**src/rtl/framebuffer_readback.sv**
```systemverilog
// framebuffer_readback
// Reads one framebuffer row from RAM port A (read-only) and streams it to a UART byte
// transmitter as a text line: 'L', two decimal row digits, two uppercase hex chars per byte
// (high nibble first), then 8'h0A. The line format matches the host's row-write command,
// so a captured line can be replayed as a write.
//
// Ports
//   clk_in          clock (clk_root domain)
//   reset           synchronous, active-high
//   start           1-cycle request, accepted only while idle
//   row_index       row to dump, latched on an accepted start
//   busy            high from the cycle after an accepted start until done
//   done            1-cycle pulse after the final 8'h0A has been launched
//   ram_address     {row, byte_index}
//   ram_clk_enable  read strobe; RAM data is valid on ram_data_in one cycle later
//   ram_data_in     RAM read data
//   tx_data         byte to transmit, valid while tx_start is high
//   tx_start        1-cycle launch pulse
//   tx_busy         transmitter busy; rises no later than one cycle after tx_start
//
// ADDR_WIDTH must equal ROW_WIDTH + log2(BYTES_PER_ROW).
module framebuffer_readback #(
    parameter int unsigned BYTES_PER_ROW = 128,
    parameter int unsigned ROW_WIDTH     = 5,
    parameter int unsigned ADDR_WIDTH    = 12
) (
    input  logic                  clk_in,
    input  logic                  reset,
    input  logic                  start,
    input  logic [ROW_WIDTH-1:0]  row_index,
    output logic                  busy,
    output logic                  done,
    output logic [ADDR_WIDTH-1:0] ram_address,
    output logic                  ram_clk_enable,
    input  logic [7:0]            ram_data_in,
    output logic [7:0]            tx_data,
    output logic                  tx_start,
    input  logic                  tx_busy
);

    localparam int unsigned IdxWidth = $clog2(BYTES_PER_ROW);
    localparam logic [IdxWidth-1:0] LastIdx = IdxWidth'(BYTES_PER_ROW - 1);

    typedef enum logic [3:0] {
        StIdle,
        StHdr,
        StTens,
        StOnes,
        StFetch,
        StWaitRam,
        StHexHi,
        StHexLo,
        StEol,
        StDone
    } state_e;

    state_e               state_q;
    logic [ROW_WIDTH-1:0] row_q;
    logic [IdxWidth-1:0]  byte_idx_q;
    logic [7:0]           byte_q;

    logic [IdxWidth-1:0]  idx_next;
    logic [7:0]           tens_char;
    logic [7:0]           ones_char;
    logic                 can_send;

    assign idx_next  = byte_idx_q + 1'b1;
    assign tens_char = 8'h30 + 8'(row_q / ROW_WIDTH'(10));
    assign ones_char = 8'h30 + 8'(row_q % ROW_WIDTH'(10));
    // A registered tx_start means a byte is launching this cycle; the transmitter may not
    // have raised tx_busy yet, so this cycle is the guard cycle and must not send.
    assign can_send  = !tx_busy && !tx_start;

    function automatic logic [7:0] hex_char(input logic [3:0] nib);
        if (nib < 4'd10) begin
            return 8'h30 + {4'h0, nib};
        end
        return 8'h37 + {4'h0, nib};  // 'A' - 10
    endfunction

    always_ff @(posedge clk_in) begin
        if (reset) begin
            state_q        <= StIdle;
            row_q          <= '0;
            byte_idx_q     <= '0;
            byte_q         <= '0;
            busy           <= 1'b0;
            done           <= 1'b0;
            ram_address    <= '0;
            ram_clk_enable <= 1'b0;
            tx_data        <= '0;
            tx_start       <= 1'b0;
        end else begin
            tx_start       <= 1'b0;
            ram_clk_enable <= 1'b0;
            done           <= 1'b0;
            unique case (state_q)
                StIdle: begin
                    if (start) begin
                        row_q      <= row_index;
                        byte_idx_q <= '0;
                        busy       <= 1'b1;
                        state_q    <= StHdr;
                    end
                end
                StHdr: begin
                    if (can_send) begin
                        tx_data  <= 8'h4C;
                        tx_start <= 1'b1;
                        state_q  <= StTens;
                    end
                end
                StTens: begin
                    if (can_send) begin
                        tx_data  <= tens_char;
                        tx_start <= 1'b1;
                        state_q  <= StOnes;
                    end
                end
                StOnes: begin
                    if (can_send) begin
                        tx_data        <= ones_char;
                        tx_start       <= 1'b1;
                        // Strobe is issued here so it is high for exactly the StFetch cycle.
                        ram_clk_enable <= 1'b1;
                        ram_address    <= {row_q, byte_idx_q};
                        state_q        <= StFetch;
                    end
                end
                StFetch: begin
                    state_q <= StWaitRam;
                end
                StWaitRam: begin
                    byte_q  <= ram_data_in;
                    state_q <= StHexHi;
                end
                StHexHi: begin
                    if (can_send) begin
                        tx_data  <= hex_char(byte_q[7:4]);
                        tx_start <= 1'b1;
                        state_q  <= StHexLo;
                    end
                end
                StHexLo: begin
                    if (can_send) begin
                        tx_data  <= hex_char(byte_q[3:0]);
                        tx_start <= 1'b1;
                        if (byte_idx_q == LastIdx) begin
                            state_q <= StEol;
                        end else begin
                            // Next fetch overlaps this character's transmission.
                            byte_idx_q     <= idx_next;
                            ram_clk_enable <= 1'b1;
                            ram_address    <= {row_q, idx_next};
                            state_q        <= StFetch;
                        end
                    end
                end
                StEol: begin
                    if (can_send) begin
                        tx_data  <= 8'h0A;
                        tx_start <= 1'b1;
                        state_q  <= StDone;
                    end
                end
                StDone: begin
                    // First cycle: the 8'h0A launches; second cycle: done pulses with busy high.
                    if (!done) begin
                        done <= 1'b1;
                    end else begin
                        busy    <= 1'b0;
                        state_q <= StIdle;
                    end
                end
                default: begin
                    state_q <= StIdle;
                end
            endcase
        end
    end

endmodule

```
**config.mk**
```make
export PLATFORM = sky130hd
export DESIGN_NAME = framebuffer_readback
export DESIGN_NICKNAME = d
export VERILOG_FILES = /design/src/rtl/framebuffer_readback.sv
export SDC_FILE = /design/constraint.sdc
export NUM_CORES = 1
export LEC_CHECK = 0
export BUFFER_PORTS_ARGS = -buffer_cell sky130_fd_sc_hd__buf_4
export CAP_MARGIN = 0
export CORE_MARGIN = 2
export CORE_UTILIZATION = 45
export DETAILED_ROUTE_END_ITERATION = 10
export GPL_TIMING_DRIVEN = 0
export PLACE_DENSITY = 0.71
export SLEW_MARGIN = 40
export SYNTH_ARGS = -nofsm -noshare
export SYNTH_HDL_FRONTEND = slang
export SYNTH_SLANG_ARGS = --single-unit
```
**constraint.sdc**
```tcl
create_clock -name clk_in -period 4.2 [get_ports clk_in]
set_input_delay 0.84 -clock clk_in [delete_from_list [all_inputs] [get_ports clk_in]]
set_output_delay 0.84 -clock clk_in [all_outputs]
set_load 0.05 [all_outputs]
```
==> summary.md <==
| Metric | Value |
|---|---|
| Yosys synthesis warning count | `0` |
| CP Capture Type | `flop` |
| Overflow after GRT | `0` |
| Worst setup SP type | `input pin` |
| Drt wl/cell | `14.1 um` |
| Number of synthesized flops with an enable pin | `0` |
| CTS tree | `built` |
| Flop pwr share | `49.8%` |
| Yosys top cell area share | `37.6%` |
| Detailed Routing Iterations Pass 1 | `4` |
| Dominant synthesized flop cell | `dfxtp_1` |
| Inst Count DP | `between 400 and 500` |
| Number of global-route vias before repair | `roughly 2200` |
| Post-synth cell types | `60` |
| RSZ-0062 raised after global routing | `false` |
| Asr flop ratio synth | `0%` |
| Vias per inst | `5.58` |
| Final min period | `2210 ps` |
| Slew Limit Fails | `0` |
| Most area-consuming cells after synthesis | `dfxtp_1 38%, a21oi_1 6.3%, nor2_1 4.1%` |
| Worst-path clk slew | `90 ps` |
| CTS Buf Count | `5` |
| CTS Buffer Depth | `2` |
| Hold/Removal Path Class | `flop to flop` |
| PwrDens | `314 mW/mm^2` |
| Lkg Pwr | `1.18 nW` |
| Slowest stage delay, CP | `430 ps` |
| Final setup TNS | `0 ps` |
| Finished Cell Area | `0.00307 mm^2` |
| Max H-tree Level | `2` |
| Rel. slew slack | `56.0%` |
| Antenna violations before repair | `0` |
| # resized after CTS | `0` |
| Yosys top cell by area | `dfxtp_1` |
| CP max FO | `8` |
| Final RePlAce weighted congestion | `0.867` |
| Largest net degree at the start of global routing | `15` |
| Clk sinks | `48` |
| DRC viols | `0` |
| Post-synth top cells | `48 x dfxtp_1, 32 x a21oi_1, 28 x nor2_1` |
| Clock share of power | `34.3%` |
| Detailed placement HPWL | `4.65 mm` |
| Max cap viols | `0` |
| Tcrit/Tclk final | `52.6%` |
| Slew of the pin with the lowest slew margin | `roughly 660 ps` |
| Gate Count Post-Synth | `321` |
| Req. time, crit path | `4390 ps` |
| Post-synthesis sequential area ratio | `between 30% and 40%` |
| Fmax | `453 MHz` |
| Sw Share | `27.1%` |
| CTS Root Cell | `clkbuf_8` |
| Die width | `79.4 um` |
| Mapped Avg Cell Area | `7.97 um^2` |
| Flop-to-flop setup slack | `~2200 ps` |
| # fillers | `540` |
| CP Cell Sequence | `buf_4 -> or2_2 -> clkbuf_1 -> a221o_1 -> and2_0 -> o311a_1` |
| Setup CP Type | `input pin to flop` |
| Effective utilization at floorplan | `46.5%` |
| CP arrival | `2400 ps` |
| Layout cells sized above 1 | `16.3%` |
| Detail Route Antenna Nets | `0` |
| Comb power frac | `around 16%` |
| Status | `complete, no violations` |
| Area Overhead vs Synth | `19.8%` |
| Hold Buf Count CTS | `0` |
| Crit path max-delay family | `compound AO/OA/AOI/OAI gates` |
| Rows | `27` |
| Total GRT Usage | `approximately a fifth` |
| Worst IR drop on VDD | `approximately 180 uV` |
| Total core area | `0.00551 mm^2` |
| CP max stage cell | `a221o_1` |
| DP Area | `0.00296 mm^2` |
| Port Buffers | `39` |
| Routed vias | `2461` |
| Mapped Area | `between 0.002 and 0.003 mm^2` |
| Die area | `0.00631 mm^2` |
| Nets | `390` |
| Most frequent cell after synthesis | `dfxtp_1` |
| Setup Fix Bufs, Post-CTS | `0` |
| Crit path buf inv count | `2` |
| Int Pwr | `701 uW` |
| Ant diodes | `0` |
| Fin. Hold Viols | `0` |
| P_sw | `~260 uW` |
| Initial DRC Count | `156` |
| Io pins | `41` |
| Clock Skew | `10.8 ps` |
| Clock Latency Late Sink | `300 ps` |
| Setup violations, final | `0` |
| Final core utilization | `55.7%` |
| Routed WL | `6.22 mm` |
| Final non-filler cell total | `441` |
| Die Ht | `between 70 and 80 um` |
| First-pass GRT wire length | `10.4 mm` |
| Post-layout power | `962 uW` |
| Synth Register Bits | `48` |
## through the flow
step | hold slack, ps | worst slack, ps
floorplan | 446 | 1980
global placement | 448 | 1720
detailed placement | 455 | 1680
CTS | 467 | 2000
global route | 499 | 1890
finish | 464 | 1990
## layer usage
| layer | part of all wire [%] | track usage, % |
|---|---|---|
| met5 | 0 | 0 |
| met4 | 0.61 | 5.52 |
| met3 | 4.2 | 4.41 |
| met2 | 48 | 34.7 |
| met1 | 47 | 27.4 |
## power by group through the flow
stage	Sequential (mW)	Combinational (mW)	Clock, mW
4_1_cts	0.479	0.152	0.337
3_5_place_dp	0.490	0.151	0
3_3_place_gp	0.489	0.150	0
6_report	0.479	0.153	0.330
2_1_floorplan	0.513	0.0794	0
5_1_grt	0.482	0.166	0.356
## flip-flops by register name, indices dropped and copies added (netlist names)
register,flops
busy,1
byte_idx_q,7
byte_q,8
done,1
ram_address,12
ram_clk_enable,1
row_q,5
state_q,4
tx_data,8
tx_start,1
## worst register-to-register path, stage by stage, from the launching register on
cell,delay (ps)
dfxtp_1,360
ha_1,250
nand3_1,220
o211a_1,320
clkbuf_1,370
a21oi_1,120
a311oi_1,260
## area by class of cell
cell class / instances / area (um^2) / share of cell area, %
buffer: 27 / 116 / 3.80
clock buffer: 6 / 72.6 / 2.37
clock inverter: 2 / 35.0 / 1.14
inverter: 11 / 41.3 / 1.35
multi-input combinational: 236 / 1460 / 47.5
sequential: 48 / 961 / 31.3
tap: 72 / 90.1 / 2.94
timing repair buffer: 39 / 293 / 9.55
## cells by family after synthesis
group | count (synthesis) | synth area share, %
AO/OA/AOI/OAI | 102 | 26.3
XOR/XNOR | 7 | 2.40
flip-flops | 48 | 37.6
adder cells (fa/ha/maj) | 6 | 2.84
AND/OR/NAND/NOR | 114 | 22.6
buffers and inverters | 38 | 6.16
other | 1 | 0.147
multiplexers | 5 | 2.00
## layout by cell type (no fill, tap or decap), types with 5 or more instances in the layout
master	netlist	routed
a211oi_1	8	8
a21oi_1	32	32
a311oi_1	6	6
a31oi_1	5	5
buf_2	6	6
buf_4	0	39
clkbuf_1	19	20
clkbuf_8	0	5
dfxtp_1	48	48
ha_1	5	5
inv_1	11	11
nand2_1	27	27
nand3_1	12	12
nor2_1	28	28
nor2b_1	6	6
nor3_1	15	15
o211ai_1	7	7
o21ai_0	18	18
xnor2_1	5	5
## worst paths after layout
check / startpoint / to / depth (start not counted)
hold / removal: tx_data[5] / tx_data[5] / 2
setup reg to reg: byte_idx_q[0] / byte_idx_q[3] / 6
hold reg to reg: tx_data[5] / tx_data[5] / 2
setup / recovery: tx_busy / tx_data[0] / 6
(Power assumes the default switching activity.)
